--- src/rtl/regfile_pkg.sv ---
// regfile_pkg
//   Shared definitions for the multi-port register file:
//   - rf_state_t     : clear-sequencer states (INIT clears the array, RUN is normal use)
//   - XLEN_DEF       : default data width
//   - NREGS_DEF      : default register count
//   - MATCH_W        : width of the match vector accepted by wr_pick (upper bound on NWR)
//   - wr_pick        : returns the highest set index of a write-match vector
package regfile_pkg;

    typedef enum logic {
        INIT,
        RUN
    } rf_state_t;

    localparam int unsigned XLEN_DEF  = 32;
    localparam int unsigned NREGS_DEF = 32;
    localparam int unsigned MATCH_W   = 32;

    // Higher write-port index has priority, so the last set bit wins.
    // Returns 0 when no bit is set; callers qualify with the OR of the vector.
    function automatic logic [4:0] wr_pick(input logic [MATCH_W-1:0] match);
        logic [4:0] sel;
        sel = '0;
        for (int unsigned i = 0; i < MATCH_W; i++) begin
            if (match[i]) begin
                sel = 5'(i);
            end
        end
        return sel;
    endfunction

endpackage

--- src/rtl/regfile_scoreboard.sv ---
// regfile_scoreboard
//   Busy-bit scoreboard for pipeline hazard detection.
//   Ports:
//     clk, rst    : clock, asynchronous active-high reset
//     wr_en       : per-port write enables (already qualified by the caller)
//     wr_addr     : per-port write addresses, port i at [i*AW +: AW]
//     alloc_en    : issue allocates a destination (already qualified)
//     alloc_addr  : destination being allocated
//     busy        : one busy bit per register, bit 0 always 0
//     alloc_waw   : registered, previous cycle allocated an already-busy register
module regfile_scoreboard #(
    parameter  int unsigned NREGS = 32,
    parameter  int unsigned NWR   = 2,
    localparam int unsigned AW    = $clog2(NREGS)
) (
    input  logic              clk,
    input  logic              rst,
    input  logic [NWR-1:0]    wr_en,
    input  logic [NWR*AW-1:0] wr_addr,
    input  logic              alloc_en,
    input  logic [AW-1:0]     alloc_addr,
    output logic [NREGS-1:0]  busy,
    output logic              alloc_waw
);

    logic [NREGS-1:0] busy_next;

    // Clears are applied first and the allocation last, so a same-cycle
    // allocation of a register being written leaves it busy.
    always_comb begin
        busy_next = busy;
        for (int unsigned i = 0; i < NWR; i++) begin
            if (wr_en[i]) begin
                busy_next[wr_addr[i*AW +: AW]] = 1'b0;
            end
        end
        if (alloc_en) begin
            busy_next[alloc_addr] = 1'b1;
        end
        busy_next[0] = 1'b0;
    end

    always_ff @(posedge clk or posedge rst) begin
        if (rst) begin
            busy      <= '0;
            alloc_waw <= 1'b0;
        end else begin
            busy      <= busy_next;
            alloc_waw <= alloc_en && (alloc_addr != '0) && busy[alloc_addr];
        end
    end

endmodule

--- src/rtl/regfile_mp_sb.sv ---
// regfile_mp_sb
//   Parametrised multi-port register file with same-cycle write-to-read bypass,
//   busy-bit scoreboard, sequenced post-reset clear and a debug tap.
//   Ports:
//     clk, rst    : clock, asynchronous active-high reset
//     ready       : high once the post-reset clear has completed
//     rd_addr     : read addresses, port p at [p*AW +: AW]
//     rd_data     : read data (combinational, with bypass), port p at [p*XLEN +: XLEN]
//     rd_busy     : selected register has an outstanding producer
//     wr_en       : write enables, higher index has priority
//     wr_addr     : write addresses, port i at [i*AW +: AW]
//     wr_data     : write data, port i at [i*XLEN +: XLEN]
//     alloc_en    : issue marks alloc_addr busy
//     alloc_addr  : destination register being allocated
//     alloc_waw   : registered, previous cycle allocated an already-busy register
//     dbg_addr    : debug tap select
//     dbg_data    : array[dbg_addr], no bypass, 0 while clearing
module regfile_mp_sb
    import regfile_pkg::*;
#(
    parameter int unsigned XLEN  = XLEN_DEF,
    parameter int unsigned NREGS = NREGS_DEF,
    parameter int unsigned NRD   = 2,
    parameter int unsigned NWR   = 2,
    parameter int unsigned AW    = $clog2(NREGS)
) (
    input  logic                clk,
    input  logic                rst,
    output logic                ready,
    input  logic [NRD*AW-1:0]   rd_addr,
    output logic [NRD*XLEN-1:0] rd_data,
    output logic [NRD-1:0]      rd_busy,
    input  logic [NWR-1:0]      wr_en,
    input  logic [NWR*AW-1:0]   wr_addr,
    input  logic [NWR*XLEN-1:0] wr_data,
    input  logic                alloc_en,
    input  logic [AW-1:0]       alloc_addr,
    output logic                alloc_waw,
    input  logic [AW-1:0]       dbg_addr,
    output logic [XLEN-1:0]     dbg_data
);

    rf_state_t        state;
    logic [AW-1:0]    cnt;
    logic             run;
    logic [XLEN-1:0]  mem [NREGS];

    logic [NWR-1:0]   wr_en_run;
    logic             alloc_en_run;
    logic [AW-1:0]    wa [NWR];
    logic [XLEN-1:0]  wd [NWR];
    logic [NREGS-1:0] busy;

    assign run          = (state == RUN);
    assign wr_en_run    = wr_en & {NWR{run}};
    assign alloc_en_run = alloc_en && run;

    always_comb begin
        for (int unsigned i = 0; i < NWR; i++) begin
            wa[i] = wr_addr[i*AW +: AW];
            wd[i] = wr_data[i*XLEN +: XLEN];
        end
    end

    // Clear sequencer: one register per cycle, ready after NREGS edges.
    always_ff @(posedge clk or posedge rst) begin
        if (rst) begin
            state <= INIT;
            cnt   <= '0;
            ready <= 1'b0;
        end else begin
            case (state)
                INIT: begin
                    cnt <= cnt + 1'b1;
                    if (cnt == AW'(NREGS - 1)) begin
                        state <= RUN;
                        ready <= 1'b1;
                    end
                end
                RUN: begin
                    state <= RUN;
                end
                default: begin
                    state <= INIT;
                end
            endcase
        end
    end

    // Array has no reset; the clear sequencer zeroes it instead. Ascending
    // port order lets the last non-blocking write (highest index) win.
    always_ff @(posedge clk) begin
        if (!run) begin
            mem[cnt] <= '0;
        end else begin
            for (int unsigned i = 0; i < NWR; i++) begin
                if (wr_en_run[i] && (wa[i] != '0)) begin
                    mem[wa[i]] <= wd[i];
                end
            end
        end
    end

    regfile_scoreboard #(
        .NREGS (NREGS),
        .NWR   (NWR)
    ) u_scoreboard (
        .clk        (clk),
        .rst        (rst),
        .wr_en      (wr_en_run),
        .wr_addr    (wr_addr),
        .alloc_en   (alloc_en_run),
        .alloc_addr (alloc_addr),
        .busy       (busy),
        .alloc_waw  (alloc_waw)
    );

    // Read ports: zero register, then bypass from the winning write port,
    // then the array. A bypassed operand is reported as not busy.
    always_comb begin
        rd_data = '0;
        rd_busy = '0;
        for (int unsigned p = 0; p < NRD; p++) begin
            logic [AW-1:0]      ra;
            logic [MATCH_W-1:0] match;
            logic [4:0]         sel;
            logic               hit;
            logic [XLEN-1:0]    byp;

            ra    = rd_addr[p*AW +: AW];
            match = '0;
            for (int unsigned i = 0; i < NWR; i++) begin
                match[i] = wr_en_run[i] && (wa[i] == ra);
            end
            sel = wr_pick(match);
            hit = |match;
            byp = '0;
            for (int unsigned i = 0; i < NWR; i++) begin
                if (5'(i) == sel) begin
                    byp = wd[i];
                end
            end

            if (!run || (ra == '0)) begin
                rd_data[p*XLEN +: XLEN] = '0;
            end else if (hit) begin
                rd_data[p*XLEN +: XLEN] = byp;
            end else begin
                rd_data[p*XLEN +: XLEN] = mem[ra];
            end
            rd_busy[p] = run && busy[ra] && !hit;
        end
    end

    assign dbg_data = run ? mem[dbg_addr] : '0;

endmodule
--- config.mk ---
export PLATFORM = sky130hd
export DESIGN_NAME = regfile_mp_sb
export DESIGN_NICKNAME = d
export VERILOG_FILES = /design/src/rtl/regfile_pkg.sv /design/src/rtl/regfile_scoreboard.sv /design/src/rtl/regfile_mp_sb.sv
export SDC_FILE = /design/constraint.sdc
export NUM_CORES = 2
export LEC_CHECK = 0
export ABC_CLOCK_PERIOD_IN_PS = 6240
export CORE_MARGIN = 2
export CORE_UTILIZATION = 35
export CTS_CLUSTER_DIAMETER = 150
export DETAILED_ROUTE_END_ITERATION = 10
export GPL_ROUTABILITY_DRIVEN = 1
export PLACE_DENSITY = 0.54
export SETUP_SLACK_MARGIN = 0.3
export SLEW_MARGIN = 10
export SYNTH_ARGS = -nofsm -noshare
export SYNTH_HDL_FRONTEND = slang
export SYNTH_SLANG_ARGS = --single-unit
--- constraint.sdc ---
create_clock -name clk -period 6.24 [get_ports clk]
set_input_delay 0.624 -clock clk [delete_from_list [all_inputs] [get_ports clk]]
set_output_delay 0.624 -clock clk [all_outputs]
set_load 0.02 [all_outputs]
; Yosys cells after proc, flatten, opt, wreduce, memory -nomap -nowiden
; Memories as Yosys holds them, arrays and structs flattened.
; Index checks and enable logic that the tools add are counted.
[totals]
mem_count = 1
mem_bits_rw = 1024
inputBits = 99
out_inout_bits = 100
elab_cells = 99
reg_bits = 39
[memory_table]
columns = name, words, word_bits, rd, rd_ports_with_merged_regs, write_ports, line
row1 = mem, 32, 32, 3, 0, 2, regfile_mp_sb.sv:46  ; logic [XLEN-1:0] mem [NREGS];
[op_classes]
add_sub_neg = 1
mux = 38
eq_ne = 7
bitwise = 7
n_reduce_logical = 32
n_lt_le_gt_ge = 8
[ops]
columns = op, n
row1 = $mux 32, 13
row2 = $and 32x32->32, 2
row3 = $not 32->32, 2
row4 = $or 32x32->32, 1
row5 = $reduce_or 32->1, 1
row6 = $lt 5x6->1 const B, 5
row7 = $eq 5x5->1, 4
row8 = $logic_not 5->1, 4
row9 = $mux 1, 17
row10 = $logic_and 1x1->1, 16
row11 = $bmux 1 s5, 3
row12 = $demux 1 s5, 3
row13 = $ge 5x1->1 const B, 3
row14 = $reduce_bool 5->1, 3
row15 = $add 5x1->5 const B, 1
row16 = $eq 1x5->1 const A, 1
row17 = $eq 5x5->1 const B, 1
row18 = $mux 5, 1
row19 = $reduce_or 2->1, 2
row20 = $logic_not 1->1, 3
row21 = $and 2x2->2, 1
row22 = $logic_or 1x1->1, 2
row23 = $pmux 1 s2, 1
row24 = $reduce_and 2->1, 1
row25 = other kinds (2), 2

; Longest topological paths before layout
[depth]
depth_word = 11
ltp_mapped = 9
depth_no_buf = 5

; By module
; Synthesis repeated with hierarchy kept, for this count alone.
[unflattened]
hier_cells = 5885
hier_area_um2 = 70491.4
[by_module_without_submodules]
columns = module, instances, seq_area_each_um2, cells_per_inst, area_each_um2
row1 = regfile_mp_sb, 1, 30924.7, 5671, 68446.9
row2 = regfile_scoreboard, 1, 800.8, 214, 2044.5

; Worst setup path before layout
; OpenSTA, ideal clock, no wires.
[synth_timing]
path_type = input-to-reg
from = in wr_addr[4]
to = mem mem[10][0] (netlist bit) (enable)
setup_time_ns = 0.428
path_buffers = 3
t_required_ns = 5.812
slack_ns = 2.415
arrival_time_ns = 3.397
stages = 8
path_cell_list = buf_2 nor3_1 a21oi_1 buf_2 buf_1 nor4b_1 a21oi_1 o21bai_1
[synth_lines]
columns = item, line
row1 = "start, declared", regfile_mp_sb.sv:34  ; input logic [NWR*AW-1:0] wr_addr,
row2 = "end, declared", regfile_mp_sb.sv:46

; Final worst setup path
[layout_timing]
from = reg state, in the netlist run
to = out rd_data[0]
[layout_via]
elab_chain_cells = 8
word_cells_on_any_way = 13
classes_between = eq/ne: 1 / mux: 5 / bitwise: 1 / reduce/logical: 6
[layout_lines]
columns = item, line
row1 = "start, declared", regfile_mp_sb.sv:43  ; rf_state_t state;
row2 = "start signal, assigned", regfile_mp_sb.sv:68  ; state <= INIT;
row3 = "start signal, assigned", regfile_mp_sb.sv:76  ; state <= RUN;
row4 = "start signal, assigned", regfile_mp_sb.sv:81  ; state <= RUN;
row5 = $and 2x2->2, regfile_mp_sb.sv:55  ; assign wr_en_run = wr_en & {NWR{run}};
row6 = $logic_and 1x1->1, regfile_mp_sb.sv:133  ; match[i] = wr_en_run[i] && (wa[i] == ra);
row7 = $mux 1, regfile_pkg.sv:25  ; if (match[i]) begin
row8 = $logic_not 5->1, regfile_mp_sb.sv:139  ; if (5'(i) == sel) begin
row9 = $mux 32 (2 in a row), regfile_mp_sb.sv:139
row10 = $mux 32, regfile_mp_sb.sv:146  ; end else if (hit) begin
row11 = $mux 32 *, regfile_mp_sb.sv:144  ; if (!run || (ra == '0)) begin
row12 = "end, declared", regfile_mp_sb.sv:31  ; output logic [NRD*XLEN-1:0] rd_data,
; Mark *: on every way between the ends. The rest lies on a longest branch, timed or not.

==> summary.md <==
| Metric | Value |
|---|---|
| H-tree level count | 4 |
| Ys async rst share | 0.0367 |
| Initial antenna violation count | 32 |
| Area leader, netlist | edfxtp_1 |
| Crit start category | register |
| Fillers | 19,400 |
| Largest net degree at the start of global routing | 92 |
| RR Startpoint | run |
| DR vias/cell | 6.84 |
| Routed Antenna Nets | 0 |
| Unrepaired setup endpoints after global routing | false |
| Final hold violations | 0 |
| Post-Syn Nets | 6,571 |
| Clock slew at reported path FFs | 50 ps |
| DP Wirelength | 208,000 um |
| Crit path time final | 5830 ps |
| Ranking of synthesized cells by area | edfxtp_1 (43%), mux4_2 (15%), mux2i_1 (7.9%) |
| Xor/xnor cell area share of the yosys netlist | 0.00256 |
| RePlAce Congestion | 0.941 |
| Wire length of the first global-routing pass | 471,000 um |
| Worst Reg-to-Reg Cells | 6 |
| Area share of the largest cell type after synthesis | 0.428 |
| Share of cells above drive strength 1 | 0.183 |
| Seq cells post-synth | 1,063 |
| Global route overflow | 0 |
| Hold Slack | 268 ps |
| Post-route DRC | 0 |
| Crit. End Element | primary output |
| CORE AREA | 0.204 mm2 |
| Post-Route Skew | 28.4 ps |
| Gr usage total | 0.321 |
| Final net count | 6,321 |
| # setup viols final | 0 |
| Height of the chip | 457 um |
| Area of the multi-input gates | 0.0369 mm2 |
| Cells after Synth | 6,470 |
| Post-Synth Adder-Cell Area | 0.000348 |
| Ports | 199 |
| Fmax | 0.171 GHz |
| Clock root cell | clkbuf_16 |
| Reg2reg setup slack | 1810 ps |
| Post-synth EDFFs | 1,024 |
| Fin area | 0.0809 mm2 |
| Vias in the first global route | 57,800 |
| Hold Crit Class | in -> async |
| Detailed Route Iter0 Violations | 11,400 |
| Post-synthesis mux area share | 0.251 |
| Met3 wire len | 51,200 um |
| Metal2 WL | 145,000 um |
| DR vias | 61,700 |
| Clock buffer depth | 3 |
| Total power | 0.0188 W |
| Area post-placement | 0.0767 mm2 |
| Worst rel slew slack | 0.0546 |
| Cell Rows | 166 |
| Commonest cells after routing, fill and taps aside | o21ai_0 (1,111), nand2_1 (1,096), edfxtp_1 (1,024) |
| Max Cap Viol | 0 |
| Highest routed layer | met5 |
| Worst slew pin tran | 1420 ps |
| Clk sinks | 1,063 |
| Top_reg_cell synth | edfxtp_1 |
| Post-synthesis compound-gate area fraction | 0.163 |
| Num CTS Buffers | 130 |
| Seq/Total Area, Yosys | 0.441 |
| Peak VDD IR | 314 uV |
| Worst Path Class, Setup | reg -> out |
| Setup TNS | 0 ps |
| Synth unique cells | 64 |
| Period utilisation layout | 0.935 |
| Largest family of logic cells by synthesized area | multiplexers |
| TritonCTS clock tree | yes |
| Status | complete, no violations |
| Critical Path RT | 5620 ps |
| Reg area | 0.0317 mm2 |
| Clk_lat worst skew | 830 ps |
| Initial core utilization | 0.352 |
| Crit path arrival time | 5210 ps |
| Cell Area, Synth | 0.0719 mm2 |
| Leak | 27.7 nW |
| Ys Warns | 0 |
| Wl on met1 | 125,000 um |
| WL final | 345,000 um |
| Die area | 0.209 mm2 |
| Chip width | 457 um |
| Syn Area/Cell | 11.1 um2 |
| Simple logic cell fraction of the synthesized area | 0.0866 |
| Pwr/cell area | 232 mW/mm2 |
| Crit-path max FO | 28 |
| Slew Viols, Final | 0 |
| Post-DR wirelength/cell | 38.2 um |
| Commonest non-fill, non-tap cell in the layout | o21ai_0 |
| PortBufs | 198 |
| Area Overhead vs Synth | 12.6% |
| Reg2reg end | mem[10][10] |
| DRT Pass-1 Iters | 7 |
[registers in the layout (all words and copies together), names as in the netlist]
| name | cells |
|---|---|
| u_scoreboard.busy | 31 |
| run | 1 |
| cnt | 5 |
| mem | 1024 |
| u_scoreboard.alloc_waw | 1 |
| ready | 1 |
[worst max-delay path by stage]
stage	from	endpoint	cells after the start
after floorplan	wr_addr[4]	mem[10][0]	8
after detailed placement	rd_addr[4]	rd_data[0]	9
after CTS	run	rd_data[0]	7
final	run	rd_data[0]	7
after global routing	run	rd_data[0]	7
after global placement	rd_addr[4]	rd_data[0]	9
[where the power goes]
part	total [W]	internal [W]	switching, W	leakage (nW)
Clock	0.00776	0.00446	0.00330	2.05
Sequential	0.00795	0.00791	0.0000385	11.2
Combinational	0.00307	0.00107	0.00200	14.5
[cells by family (layout without fill, tap and decap cells)]
group           after synthesis  after routing
fa+ha+maj                     2              2
mux                        1179           1179
flops                      1063           1063
buf+inv                     878            731
compound gates             1894           1894
other cells                   0             14
xor+xnor                     21             21
simple gates               1433           1433
[stage by stage]
step           utilization  cells  setup WS [ps]
2_1_floorplan            -   6470           2420
3_3_place_gp         0.375   8775            559
3_5_place_dp         0.375   8776            642
4_1_cts              0.396   9011            302
5_1_grt              0.396   9017            443
6_report             0.396   9025            405
[worst max-delay path, stage by stage, from the launching register on]
cell             delay, ps
dfrtp_4                900
nand2_1                250
a221oi_1               390
and3_4                 750
buf_4                  430
nor4_1                 110
a211oi_1               790
clkdlybuf4s50_1        750
[cell type report]
| type | instances | area share |
|---|---|---|
| multi-input cells | 4529 | 0.456 |
| flip-flops and latches | 1063 | 0.392 |
| repair buffers | 452 | 0.0561 |
| clock buffers | 163 | 0.0430 |
| well taps | 2688 | 0.0416 |
| clock inverters | 72 | 0.00895 |
| inverters | 44 | 0.00207 |
| diodes | 14 | 0.000433 |
[routing by layer]
layer,global-route usage,up-vias
met5,0,-
met4,0.190,16
met3,0.107,1224
met2,0.462,5515
met1,0.418,30300
li1,-,24600
[timing repair]
action / 4_1_cts / 5_1_grt
hold buffers: 0 / 0
resized for setup: 0 / 1
buffers inserted: 0 / 0
endpoints found under the setup margin: 0 / 1
[Yosys cell counts (12+ instances only)]
cell,n
nand3b_1,42
mux2_2,106
and3_1,72
a21bo_2,21
edfxtp_1,1024
o221ai_1,32
dfrtp_1,39
buf_4,45
clkbuf_1,500
nor4_1,34
a22o_1,36
nand3_1,12
and2_1,16
mux4_2,479
mux2i_1,568
nor2_1,33
o22ai_1,100
a221oi_1,185
a22oi_1,127
mux2_1,23
o31ai_1,31
a2111oi_0,63
buf_2,155
nand2_1,1097
buf_6,44
buf_1,90
a211oi_1,93
a31oi_1,32
a21oi_1,20
o21ai_0,1111
inv_1,41
nor2b_1,77
o21bai_1,21
Note: power is estimated with default switching activity, not from simulation.
